File: config.mk
export PLATFORM = sky130hd
export DESIGN_NAME = up_count_tracker
export DESIGN_NICKNAME = d
export VERILOG_FILES = /design/src/rtl/up_track_pkg.sv /design/src/rtl/up_count_tracker_sat_counter.sv /design/src/rtl/up_count_tracker.sv
export SDC_FILE = /design/constraint.sdc
export NUM_CORES = 1
export LEC_CHECK = 0
export ABC_AREA = 1
export CAP_MARGIN = 20
export CORE_MARGIN = 4
export CORE_UTILIZATION = 48
export DETAILED_ROUTE_END_ITERATION = 10
export PLACE_DENSITY = 0.8
export REMOVE_ABC_BUFFERS = 1
export SYNTH_ARGS = -nofsm -noshare
export SYNTH_HDL_FRONTEND = slang
export SYNTH_HIERARCHICAL = 1
export SYNTH_SLANG_ARGS = --single-unit
File: constraint.sdc
create_clock -name clk -period 2.2 [get_ports clk]
set_input_delay 0.44 -clock clk [delete_from_list [all_inputs] [get_ports clk]]
set_output_delay 0.44 -clock clk [all_outputs]
set_load 0.005 [all_outputs]
File: src/rtl/up_track_pkg.sv
// Shared types and constants for the up-counter sequence tracker.
package up_track_pkg;

    typedef enum logic [1:0] {
        ST_IDLE   = 2'd0,
        ST_ACQ    = 2'd1,
        ST_LOCKED = 2'd2
    } state_e;

    localparam int DEF_WIDTH    = 8;
    localparam int DEF_LOCK_LEN = 4;
    localparam int DEF_WRAP_W   = 16;
    localparam int DEF_ERR_W    = 8;
    localparam int RUN_W        = 4;

    localparam logic [DEF_WIDTH-1:0] DEF_ONES = '1;
    localparam logic [DEF_WIDTH-1:0] DEF_ZERO = '0;

endpackage

File: src/rtl/up_count_tracker_sat_counter.sv
// Saturating up counter with synchronous clear; clear wins over increment.
module sat_counter #(
    parameter int W = 8
) (
    input  logic         clk,
    input  logic         rst_n,
    input  logic         clr_i,
    input  logic         inc_i,
    output logic [W-1:0] cnt_o
);

    logic [W-1:0] cnt_q, cnt_d;

    always_comb begin
        cnt_d = cnt_q;
        if (clr_i)
            cnt_d = '0;
        else if (inc_i && (cnt_q != {W{1'b1}}))
            cnt_d = cnt_q + {{(W-1){1'b0}}, 1'b1};
    end

    always_ff @(posedge clk or negedge rst_n) begin
        if (!rst_n) cnt_q <= '0;
        else        cnt_q <= cnt_d;
    end

    assign cnt_o = cnt_q;

endmodule

File: src/rtl/up_count_tracker.sv
// Locks onto a +1 count sequence and reports wraps and sequence breaks.
// Define UP_TRACK_HOLD_OK_EN to accept a repeated value (paused counter) as legal.
module up_count_tracker
    import up_track_pkg::*;
#(
    parameter int WIDTH    = DEF_WIDTH,
    parameter int LOCK_LEN = DEF_LOCK_LEN,
    parameter int WRAP_W   = DEF_WRAP_W,
    parameter int ERR_W    = DEF_ERR_W
) (
    input  logic              clk,
    input  logic              rst_n,
    input  logic              count_vld,
    input  logic [WIDTH-1:0]  count_in,
    input  logic              stat_clr,
    output logic              locked,
    output logic              wrap_pulse,
    output logic [WRAP_W-1:0] wrap_count,
    output logic              err_pulse,
    output logic [ERR_W-1:0]  err_count,
    output logic [WIDTH-1:0]  err_exp,
    output logic [WIDTH-1:0]  err_got
);

    state_e            state_q, state_d;
    logic [WIDTH-1:0]  prev_q, prev_d;
    logic [RUN_W-1:0]  run_q, run_d;
    logic [WIDTH-1:0]  exp_q, exp_d, got_q, got_d;
    logic [WRAP_W-1:0] wrap_q, wrap_d;
    logic              wrap_pulse_q, err_pulse_q;
    logic              wrap_hit, err_hit, hold, match;
    logic [WIDTH-1:0]  expected;
    logic [RUN_W:0]    run_inc;

    assign expected = prev_q + {{(WIDTH-1){1'b0}}, 1'b1};
    assign match    = (count_in == expected);
    assign run_inc  = {1'b0, run_q} + {{RUN_W{1'b0}}, 1'b1};

`ifdef UP_TRACK_HOLD_OK_EN
    assign hold = (count_in == prev_q);
`else
    assign hold = 1'b0;
`endif

    always_comb begin
        state_d  = state_q;
        prev_d   = prev_q;
        run_d    = run_q;
        exp_d    = exp_q;
        got_d    = got_q;
        wrap_hit = 1'b0;
        err_hit  = 1'b0;
        if (count_vld) begin
            case (state_q)
                ST_IDLE: begin
                    prev_d  = count_in;
                    run_d   = '0;
                    state_d = ST_ACQ;
                end
                ST_ACQ: begin
                    if (!hold) begin
                        prev_d = count_in;
                        if (match) begin
                            run_d = run_inc[RUN_W-1:0];
                            if (run_inc >= LOCK_LEN[RUN_W:0]) state_d = ST_LOCKED;
                        end else begin
                            run_d = '0;
                        end
                    end
                end
                ST_LOCKED: begin
                    if (!hold) begin
                        prev_d = count_in;
                        if (match) begin
                            // expected wrapped to zero exactly when prev was all-ones
                            wrap_hit = (prev_q == {WIDTH{1'b1}});
                        end else begin
                            err_hit = 1'b1;
                            exp_d   = expected;
                            got_d   = count_in;
                            run_d   = '0;
                            state_d = ST_ACQ;
                        end
                    end
                end
                default: state_d = ST_IDLE;
            endcase
        end
    end

    always_comb begin
        wrap_d = wrap_q;
        if (stat_clr)      wrap_d = '0;
        else if (wrap_hit) wrap_d = wrap_q + {{(WRAP_W-1){1'b0}}, 1'b1};
    end

    always_ff @(posedge clk or negedge rst_n) begin
        if (!rst_n) begin
            state_q      <= ST_IDLE;
            prev_q       <= '0;
            run_q        <= '0;
            exp_q        <= '0;
            got_q        <= '0;
            wrap_q       <= '0;
            wrap_pulse_q <= 1'b0;
            err_pulse_q  <= 1'b0;
        end else begin
            state_q      <= state_d;
            prev_q       <= prev_d;
            run_q        <= run_d;
            exp_q        <= exp_d;
            got_q        <= got_d;
            wrap_q       <= wrap_d;
            wrap_pulse_q <= wrap_hit;
            err_pulse_q  <= err_hit;
        end
    end

    sat_counter #(.W(ERR_W)) u_err_cnt (
        .clk   (clk),
        .rst_n (rst_n),
        .clr_i (stat_clr),
        .inc_i (err_hit),
        .cnt_o (err_count)
    );

    assign locked     = (state_q == ST_LOCKED);
    assign wrap_pulse = wrap_pulse_q;
    assign wrap_count = wrap_q;
    assign err_pulse  = err_pulse_q;
    assign err_exp    = exp_q;
    assign err_got    = got_q;

endmodule
==> results.md, run 1 <==
* GR Util All Layers at around 20%
* CP max FO at 6
* Vias at roughly 3,000
* Htree depth at 2
* CP dominant cell by count: buf_6
* I/O pin count at 55
* Initial antenna violation count at 0
* Reg clk slew, reported paths at approximately 0.11 ns
* Peak VDD IR at slightly above 0.6 mV
* Crit path capture type: flop
* Worst-case clock skew at ~0.013 ns
* Share of the synthesized area in the top cell type at around 45%
* Final core utilization at 64.9%
* CP max stage delay at roughly 0.4 ns
* Clk sinks at 56
* Grt total ovfl at 0
* Status: finished clean
* Synthesized area per cell at about 7.7 um2
* Arrival time of the worst setup path at roughly 2.4 ns
* Pre-CTS WS at -0.163 ns
* Yosys warning total at 6
* CP Class: reg2reg
* Site Rows at 29
* Root Buffer: clkbuf_8
* Clock tree buffer depth at 2
* Fillers at between 500 and 600
* Final hold violations at 0
* Final instance area at 0.00412 mm2
* Dpl hpwl at around 5000 um
* FF/Latch Area at 0.00140 mm2
* Final setup violation count at 0
* Synth cell types at 30
* First-pass GRT wire length at ~12,000 um
* Number of vias per cell at 5.32
* Worst-case reg-to-reg path depth at 15
* Post-synth top area cell: dfrtp_1
* Register bit total from synthesis at 56
* WP depth at 15
* Inserted Clock Buffers at 5
* Drt drc at 0
* Worst path top cell family by delay: simple AND/OR/NAND/NOR gates
* Initial DRC Count at about 170
* Vias in the first global route at slightly below 3,000
* Ranking of synthesized cells by area: dfrtp_1 (45%), nand2_1 (14%), nand3_1 (8.8%)
* Final period util at approximately 100%
* CP Data Required Time at around 2.5 ns
* CP max stage cell: dfrtp_1
* Post-route ant nets at 0
* CTS tree: done
* Max Cap Viol at 0
* Worst skew pair latency at slightly above 0.3 ns
* Slew @ Worst Pin at about 0.32 ns
* Buf+Inv Stages, Crit Path at 3
* Avg WL per Cell at about 13 um
* Die Height at roughly 90 um
* Die area at a little under 0.008 mm2
* Placed cell areas at between 0.003 and 0.004 mm2
* Most frequent cells in the layout: nand2_1 (111), dfrtp_1 (55), clkdlybuf4s50_1 (53)
* PnR worst setup slack at 0.0349 ns
* Post-Synthesis Cells at about 400
* Fmax at between 400 and 500 MHz
* Die X at around 89 um
* Number of inserted diodes at 0
* Final Critical Period at ~2.2 ns
* CTS hold repair buffers at 0
* DRT Pass-1 Iters at 5
* Area of the multi-input gates at 0.00162 mm2
* Initial core utilization at between 40% and 50%
* Slew Viols, Final at 0
* CP startpoint kind: flop
* Relative slew margins at between 70% and 80%
* Port Buffer Count at between 50 and 60
* Critical path, cell by cell: ha_2 -> nand2_4 -> buf_6 -> nand2_4 -> nand2_2 -> nand2_2 -> nor2_4 -> nand2_1 -> nor2_1 -> nand3_2 -> buf_6 -> nor2_4 -> buf_6 -> nand3b_1 -> nand2_1
* Setup TNS at 0 ns
* Post-synthesis sequential area ratio at 44.7%
* Pin count of the biggest net entering global routing at 57
* Placer congestion estimate at 0.825
* Pwr/cell area at 769 mW/mm2
* Core area at 0.00635 mm2
* RSZ-0062 raised after global routing: true
* Area grow syn2layout at 31.4%
* Net count, final at 499
* Total Wirelength at 7400 um
* Commonest non-fill, non-tap cell in the layout: nand2_1
* Mapped Area at 0.00314 mm2
* HP Class: in2async
* Leak at 1.98 nW
* Share of cells above drive strength 1 at 15.5%
[cells by family (layout without fill, tap and decap cells)]
logic type / Yosys count / count (layout) / share of synthesized area, %
and+or+nand+nor: 240 / 240 / 35.5
DFF: 56 / 56 / 44.7
buffers and inverters: 54 / 129 / 7.10
AOI/OAI and AO/OA: 38 / 38 / 6.58
xor gates and xnor gates: 15 / 15 / 4.19
adders and majority gates: 5 / 5 / 1.99
[synthesized netlist by cell type, drive strengths merged]
library cell and n:
xnor2 2, buf 6, nand3b 13, clkbuf 3, o21ai 27, clkinv 1, inv 44, nand2 126
o21bai 5, a21oi 6, nand4 6, nand3 57, xor2 13, nor4 2, dfrtp 56, ha 5
nor2 28, nor3 8
[where the power goes]
group	total, mW	leakage (nW)	internal (mW)	switching (mW)
Sequential	1.42	0.737	1.24	0.172
Combinational	1.18	1.20	0.590	0.590
Clock	0.576	0.0445	0.227	0.349
Total	3.17	1.98	2.06	1.11
[layout make-up]
cell class	instances	area share, %
multi-input combinational	298	39.4
tap	77	2.34
sequential	56	34.0
clock buffer	5	1.67
clock inverter	3	0.516
timing repair buffer	76	17.8
inverter	45	4.34
[per-stage QoR]
step / std cells / hold WS, ns / total power, mW
finish: 560 / 0.103 / 3.17
global route: 560 / 0.135 / 3.41
CTS: 555 / 0.125 / 3.09
detailed placement: 547 / 0.464 / 2.50
global placement: 547 / 0.463 / 2.46
floorplan: 399 / 0.144 / 1.93
[state kept, by name, summed over array words and instances, names as in the netlist]
name             count
prev_q               8
wrap_pulse           1
err_pulse            1
u_err_cnt/cnt_o      8
run_q                4
wrap_count          16
err_exp              8
state_q              2
err_got              8
[path summary, 6_finish.rpt]
path / slack, ns / endpoint / from
max: 0.03 / wrap_count[12]$_DFFE_PN0P_ / prev_q[1]$_DFFE_PN0P_
min: 0.10 / u_err_cnt/cnt_o[2]$_DFFE_PN0P_ / rst_n
min reg2reg: 0.49 / err_exp[1]$_DFFE_PN0P_ / err_exp[1]$_DFFE_PN0P_
max in group asynchronous: 1.81 / prev_q[2]$_DFFE_PN0P_ / rst_n
min in group clk: 0.49 / err_exp[1]$_DFFE_PN0P_ / err_exp[1]$_DFFE_PN0P_
max reg2reg: 0.03 / wrap_count[12]$_DFFE_PN0P_ / prev_q[1]$_DFFE_PN0P_
[metal layers]
layer,vias to the layer above,track usage [%],part of all wire [%]
met5,-,0,0
met4,0,5.91,1.7
met3,14,3.45,3.5
met2,76,36.4,53
met1,1427,22.5,42
li1,1463,-,-
[repair_timing]
action / in CTS / in global routing
resized for setup: 3 / 37
gates cloned: 0 / 1
pin swaps: 0 / 23
buffers inserted: 0 / 5
setup endpoints to repair: 5 / 46
[worst register-to-register path: stages, from the launching register on]
cell and delay, ns:
dfrtp_1 0.40, ha_2 0.21, nand2_4 0.09, buf_6 0.11
nand2_4 0.05, nand2_2 0.06, nand2_2 0.07, nor2_4 0.12
nand2_1 0.06, nor2_1 0.12, nand3_2 0.11, buf_6 0.14
nor2_4 0.23, buf_6 0.17, nand3b_1 0.08, nand2_1 0.08
Power figures use the tool's default switching activity.
==> run 2: changes to the inputs <==
CELL_PAD_IN_SITES_DETAIL_PLACEMENT = 2   (was unset)
CELL_PAD_IN_SITES_GLOBAL_PLACEMENT = 2   (was unset)
CORE_UTILIZATION = 27   (was 48)
PLACE_DENSITY = 0.78   (was 0.8)
RECOVER_POWER = 25   (was unset)
==> run 2 against run 1 <==
Net effect: first-iteration DRC count decreased by 37%; routed wire length up 42%; sequential share of layout area is 2.6 points lower; maximum frequency up 2.0%; core utilization shrank 26 points; final cell count up 15%; critical path type unchanged.
==> results.md, run 2 (synthesized netlist as in run 1, its figures left out) <==
* Status: finished clean
* Initial antenna violation count at 0
* Initial core utilization at 27.5%
* Comb pwr share at 37.9%
* HP Class: in2async
* Finished Layout Cells at about 650
* Clock share of power at around a quarter
* CP dominant cell by count: buf_4
* Fillers at around 1,300
* Htree depth at 2
* CTS hold repair buffers at 0
* GR Util All Layers at between 10% and 20%
* Relative slew margins at between 10% and 20%
* Clock tree buffer depth at 2
* Commonest non-fill, non-tap cell in the layout: nand2_1
* Inserted Clock Buffers at 5
* Total Wirelength at ~11,000 um
* Placer congestion estimate at slightly below 0.8
* Initial DRC Count at 104
* Grt total ovfl at 0
* Leak at between 2 and 2.5 nW
* Fmax at around 470 MHz
* Final Critical Period at 2.12 ns
* Die area at 0.0134 mm2
* Final period util at a little over nine tenths
* Worst reg2reg endpoint: err_exp[4]$_DFFE_PN0P_
* Flop-to-flop setup slack at between 0.07 and 0.08 ns
* Max reg flops at 16
* Most frequent cells in the layout: nand2_1 (107), dfrtp_1 (56), clkdlybuf4s50_1 (53)
* Area grow syn2layout at 42.1%
* Cell-internal power at 2.50 mW
* Total power at approximately 3.8 mW
* Die X at approximately 120 um
* Final core utilization at 39.1%
* Die Height at roughly 120 um
* Final setup violation count at 0
* Port Buffer Count at 54
* Crit path capture type: flop
* Root Buffer: clkbuf_16
* Worst skew pair latency at 0.31 ns
* Number of inserted diodes at 0
* Worst-case reg-to-reg path depth at 14
* Number of vias per cell at between 4 and 5
* Critical path, cell by cell: ha_2 -> nand2_2 -> buf_6 -> inv_2 -> nand2_2 -> nand2_2 -> buf_4 -> buf_4 -> buf_4 -> buf_4 -> buf_4 -> buf_4 -> buf_4 -> o21ai_0
* Avg WL per Cell at roughly 16 um
* Max Cap Viol at 0
* Sw frac at 34.3%
* Slew @ Worst Pin at roughly 1.2 ns
* I/O pin count at 55
* Site Rows at 39
* Peak VDD IR at between 0.4 and 0.5 mV
* PnR worst setup slack at about 0.077 ns
* Final hold violations at 0
* Dpl hpwl at about 7600 um
* DRT Pass-1 Iters at 4
* Sw power at 1.30 mW
* Arrival time of the worst setup path at about 2.3 ns
* CP max stage delay at ~0.41 ns
* RSZ-0062 raised after global routing: true
* CTS tree: done
* Post-route ant nets at 0
* Drt drc at 0
* Crit path to: err_exp[4]$_DFFE_PN0P_
* Clk sinks at 56
* Reg clk slew, reported paths at about 0.08 ns
* Critical path origin: prev_q[0]$_DFFE_PN0P_
* Slew Viols, Final at 0
* CP max stage cell: dfrtp_1
* Pre-CTS WS at -0.285 ns
* DP Cell Count at roughly 620
* CP max FO at 3
* Seq pwr share at a little under two fifths
* CP startpoint kind: flop
* First-pass GRT wire length at approximately 18,000 um
* CP Data Required Time at roughly 2.4 ns
* Pwr/cell area at 853 mW/mm2
* Worst-case clock skew at 0.0108 ns
* Core area at approximately 0.011 mm2
* Pin count of the biggest net entering global routing at 33
* Vias in the first global route at between 3,000 and 4,000
* Share of cells above drive strength 1 at 19.3%
* Vias at between 3,000 and 4,000
* FF-to-FF Start: prev_q[0]$_DFFE_PN0P_
* CP Class: reg2reg
* Net count, final at slightly above 500
run 2: cell count changes in the layout (fill, tap and decap cells not counted), moves of 3 or more:
cell and change:
clkbuf_16 +5, clkbuf_8 -5, nor2_4 +5, nand3_2 -4
nand2_1 -4, buf_4 +18, nor2_1 -3, nand2_2 +5
nand3_1 +3
run 2: worst max-delay path: cells and delay by family, from the launching register on:
| kind | cells | cell delay [ns] |
|---|---|---|
| fa+ha+maj | 1 | 0.21 |
| flops | 1 | 0.41 |
| simple gates | 3 | 0.22 |
| buf+inv | 9 | 1.03 |
| compound gates | 1 | 0.15 |
run 2: stage by stage:
step	hold slack (ns)	setup TNS (ns)	area, um2
2_1_floorplan	0.144	-2.02	3090
4_1_cts	0.131	0	4300
3_3_place_gp	0.446	-3.50	4010
5_1_grt	0.524	-0.110	4460
3_5_place_dp	0.463	-6.54	4010
6_report	0.378	0	4460
run 2: how the worst min path moves through the flow:
| stage | slack, ns | cells past startpoint | start | endpoint |
|---|---|---|---|---|
| 2_1_floorplan | 0.14 | 0 | rst_n | err_exp[0]$_DFFE_PN0P_ |
| 3_3_place_gp | 0.45 | 1 | rst_n | u_err_cnt/cnt_o[1]$_DFFE_PN0P_ |
| 4_1_cts | 0.13 | 1 | rst_n | wrap_count[4]$_DFFE_PN0P_ |
| 5_1_grt | 0.52 | 1 | rst_n | u_err_cnt/cnt_o[1]$_DFFE_PN0P_ |
| 6_report | 0.38 | 1 | rst_n | u_err_cnt/cnt_o[6]$_DFFE_PN0P_ |
| 3_5_place_dp | 0.46 | 1 | rst_n | u_err_cnt/cnt_o[1]$_DFFE_PN0P_ |
run 2: area by class of cell:
class,instances,area [um2],area share (%)
inverters,45,181,4.07
clock buffers,6,129,2.89
repair buffers,95,862,19.3
clock inverters,2,35.0,0.786
multi-input cells,298,1670,37.5
well taps,143,179,4.01
flip-flops and latches,56,1400,31.4
run 2: what timing repair did:
action	4_1_cts	5_1_grt
resized for setup	16	35
cloned	0	0
buffers inserted	10	4
setup endpoints to repair	47	46
pin swaps	11	17
run 2: power groups by stage:
stage,registers (mW),clock network [mW],logic [mW]
after floorplan,1.42,0,0.510
after global routing,1.46,1.02,1.60
final,1.42,0.938,1.44
after detailed placement,1.43,0,1.18
after CTS,1.42,0.975,1.30
after global placement,1.42,0,1.12
run 2: routing by layer:
metal	up-vias	track usage, %	wire length [um]	share of wire (%)
li1	1500	-	-	-
met1	1598	19.7	4510	43
met2	43	30.0	5600	53
met3	9	2.66	287	2.7
met4	0	4.72	135	1.3
met5	-	0	0	0
==> RTL change: new RTL, flow settings as in run 2 <==
The 3 states of `state_e` get a one-hot encoding in 3 bits.
--- a/src/rtl/up_track_pkg.sv
+++ b/src/rtl/up_track_pkg.sv
@@ -1,10 +1,10 @@
 // Shared types and constants for the up-counter sequence tracker.
 package up_track_pkg;
 
-    typedef enum logic [1:0] {
-        ST_IDLE   = 2'd0,
-        ST_ACQ    = 2'd1,
-        ST_LOCKED = 2'd2
+    typedef enum logic [2:0] {
+        ST_IDLE   = 3'b001,
+        ST_ACQ    = 3'b010,
+        ST_LOCKED = 3'b100
     } state_e;
 
     localparam int DEF_WIDTH    = 8;
Formal check against the unedited RTL: same outputs for any inputs over 10 cycles, from zero or initial values and one cycle with rst_n low; not proved beyond that.
==> RTL change against run 2 <==
The run now ends with capacitance limit, slew limit, setup timing left. Sequential power is 9.9% lower. Clock skew shrank 0.0027 ns. Synthesized cell count up 3.7%. Total power increased by 16%. Die area up 1.3%. Sequential share of layout area is 2.3 points lower. Highest routed layer unchanged. Wire length increased by 27%. Sequential cell count rose by 1. Synthesized area is 1.4% higher. Via count is 6.0% higher. Cell area increased by 10%. Global-route usage up 1.3 points. Setup slack worse by 0.23 ns. Maximum frequency fell by 9.8%.
==> RTL change: results (changes against run 2) <==
{
  "clk_share": {"value": 6.60, "unit": "%", "change": "+2.9 points"},
  "power.combinational.fraction": {"value": 34.7, "unit": "%", "change": "-3.2 points"},
  "finalWorstSetupSlack": {"value": -0.153, "unit": "ns", "change": "-0.230 ns"},
  "min_path_type": "reg -> reg",
  "met3_routed_wirelength": {"value": 388, "unit": "um", "change": "+35%"},
  "violations": "capacitance limit, slew limit, setup timing",
  "clk-insertion-delay-late": {"value": 0.34, "unit": "ns", "change": "+0.03 ns"},
  "post_dp_area": {"value": 4050, "unit": "um2", "change": "+0.97%"},
  "use_met2": {"value": 31.2, "unit": "%", "change": "+1.2 points"},
  "post_synth.cell_area_avg": {"value": 7.52, "unit": "um2", "change": "-2.2%"},
  "grt_pass1_wl": {"value": 18700, "unit": "um", "change": "+6.6%"},
  "layout-drive-gt1-share": {"value": 28.7, "unit": "%", "change": "+9.4 points"},
  "placedCellCount": {"value": 636, "change": "+2.1%"},
  "compound_gate_fraction_of_synth_area": {"value": 9.48, "unit": "%", "change": "+2.9 points"},
  "finalMaxSlewViolations": {"value": 58, "change": "+58"},
  "final_nets": {"value": 542, "change": "+4.6%"},
  "num-nonclk-buffers": {"value": 99, "change": "+4.2%"},
  "post_synth_xor_area_fraction": {"value": 2.20, "unit": "%", "change": "-2.0 points"},
  "setup_total_negative_slack": {"value": -2.08, "unit": "ns", "change": "-2.08 ns"},
  "grt_start_max_net_pins": {"value": 58, "change": "+76%"},
  "maxCapViolCount": {"value": 1, "change": "+1"},
  "outcome": "complete, but fails checks",
  "layout.clock_buffers": {"value": 14, "change": "+8"},
  "p_per_area": {"value": 894, "unit": "nW/um2", "change": "+4.9%"},
  "post-route-cell-area": {"value": 4910, "unit": "um2", "change": "+10%"},
  "globalRouteMet3Util": {"value": 3.01, "unit": "%", "change": "+0.34 points"},
  "cpLargestDelayFamily": "simple AND/OR/NAND/NOR gates",
  "max_h_tree_level": {"value": 3, "change": "+1"},
  "pre_cts_setup_slack": {"value": -0.171, "unit": "ns", "change": "+0.114 ns"},
  "grt_pass1_vias": {"value": 3629, "change": "+3.0%"},
  "finalWirelength": {"value": 13400, "unit": "um", "change": "+27%"},
  "endpoints_failing_setup": {"value": 22, "change": "+22"}
}
[RTL change: changes by cell type after synthesis, sizes merged, moves of 2 or more]
| cell | delta |
|---|---|
| inv | +4 |
| xor2 | -7 |
| nand2 | +19 |
| nand4 | +2 |
| o21ai | +12 |
| nor3 | -4 |
| nor2 | +8 |
| nand3 | -11 |
| nand3b | -12 |
| buf | -2 |
[RTL change: worst paths after layout]
check / startpoint / endpoint / slack (ns) / depth (start not counted)
max: prev_q[1] / wrap_count[10] / -0.15 / 12
min: err_got[3] / err_got[3] / 0.48 / 2
max reg2reg: prev_q[1] / wrap_count[10] / -0.15 / 12
min reg2reg: err_got[3] / err_got[3] / 0.48 / 2
max in group asynchronous: rst_n / prev_q[2] / 0.60 / 2
min in group asynchronous: rst_n / prev_q[7] / 0.58 / 2
[RTL change: what timing repair did]
item                       in CTS  in global routing
pin swaps                       3                 27
setup endpoints to repair      43                 48
buffers inserted                4                 13
gates resized for setup        10                 82
gates cloned                    0                  4
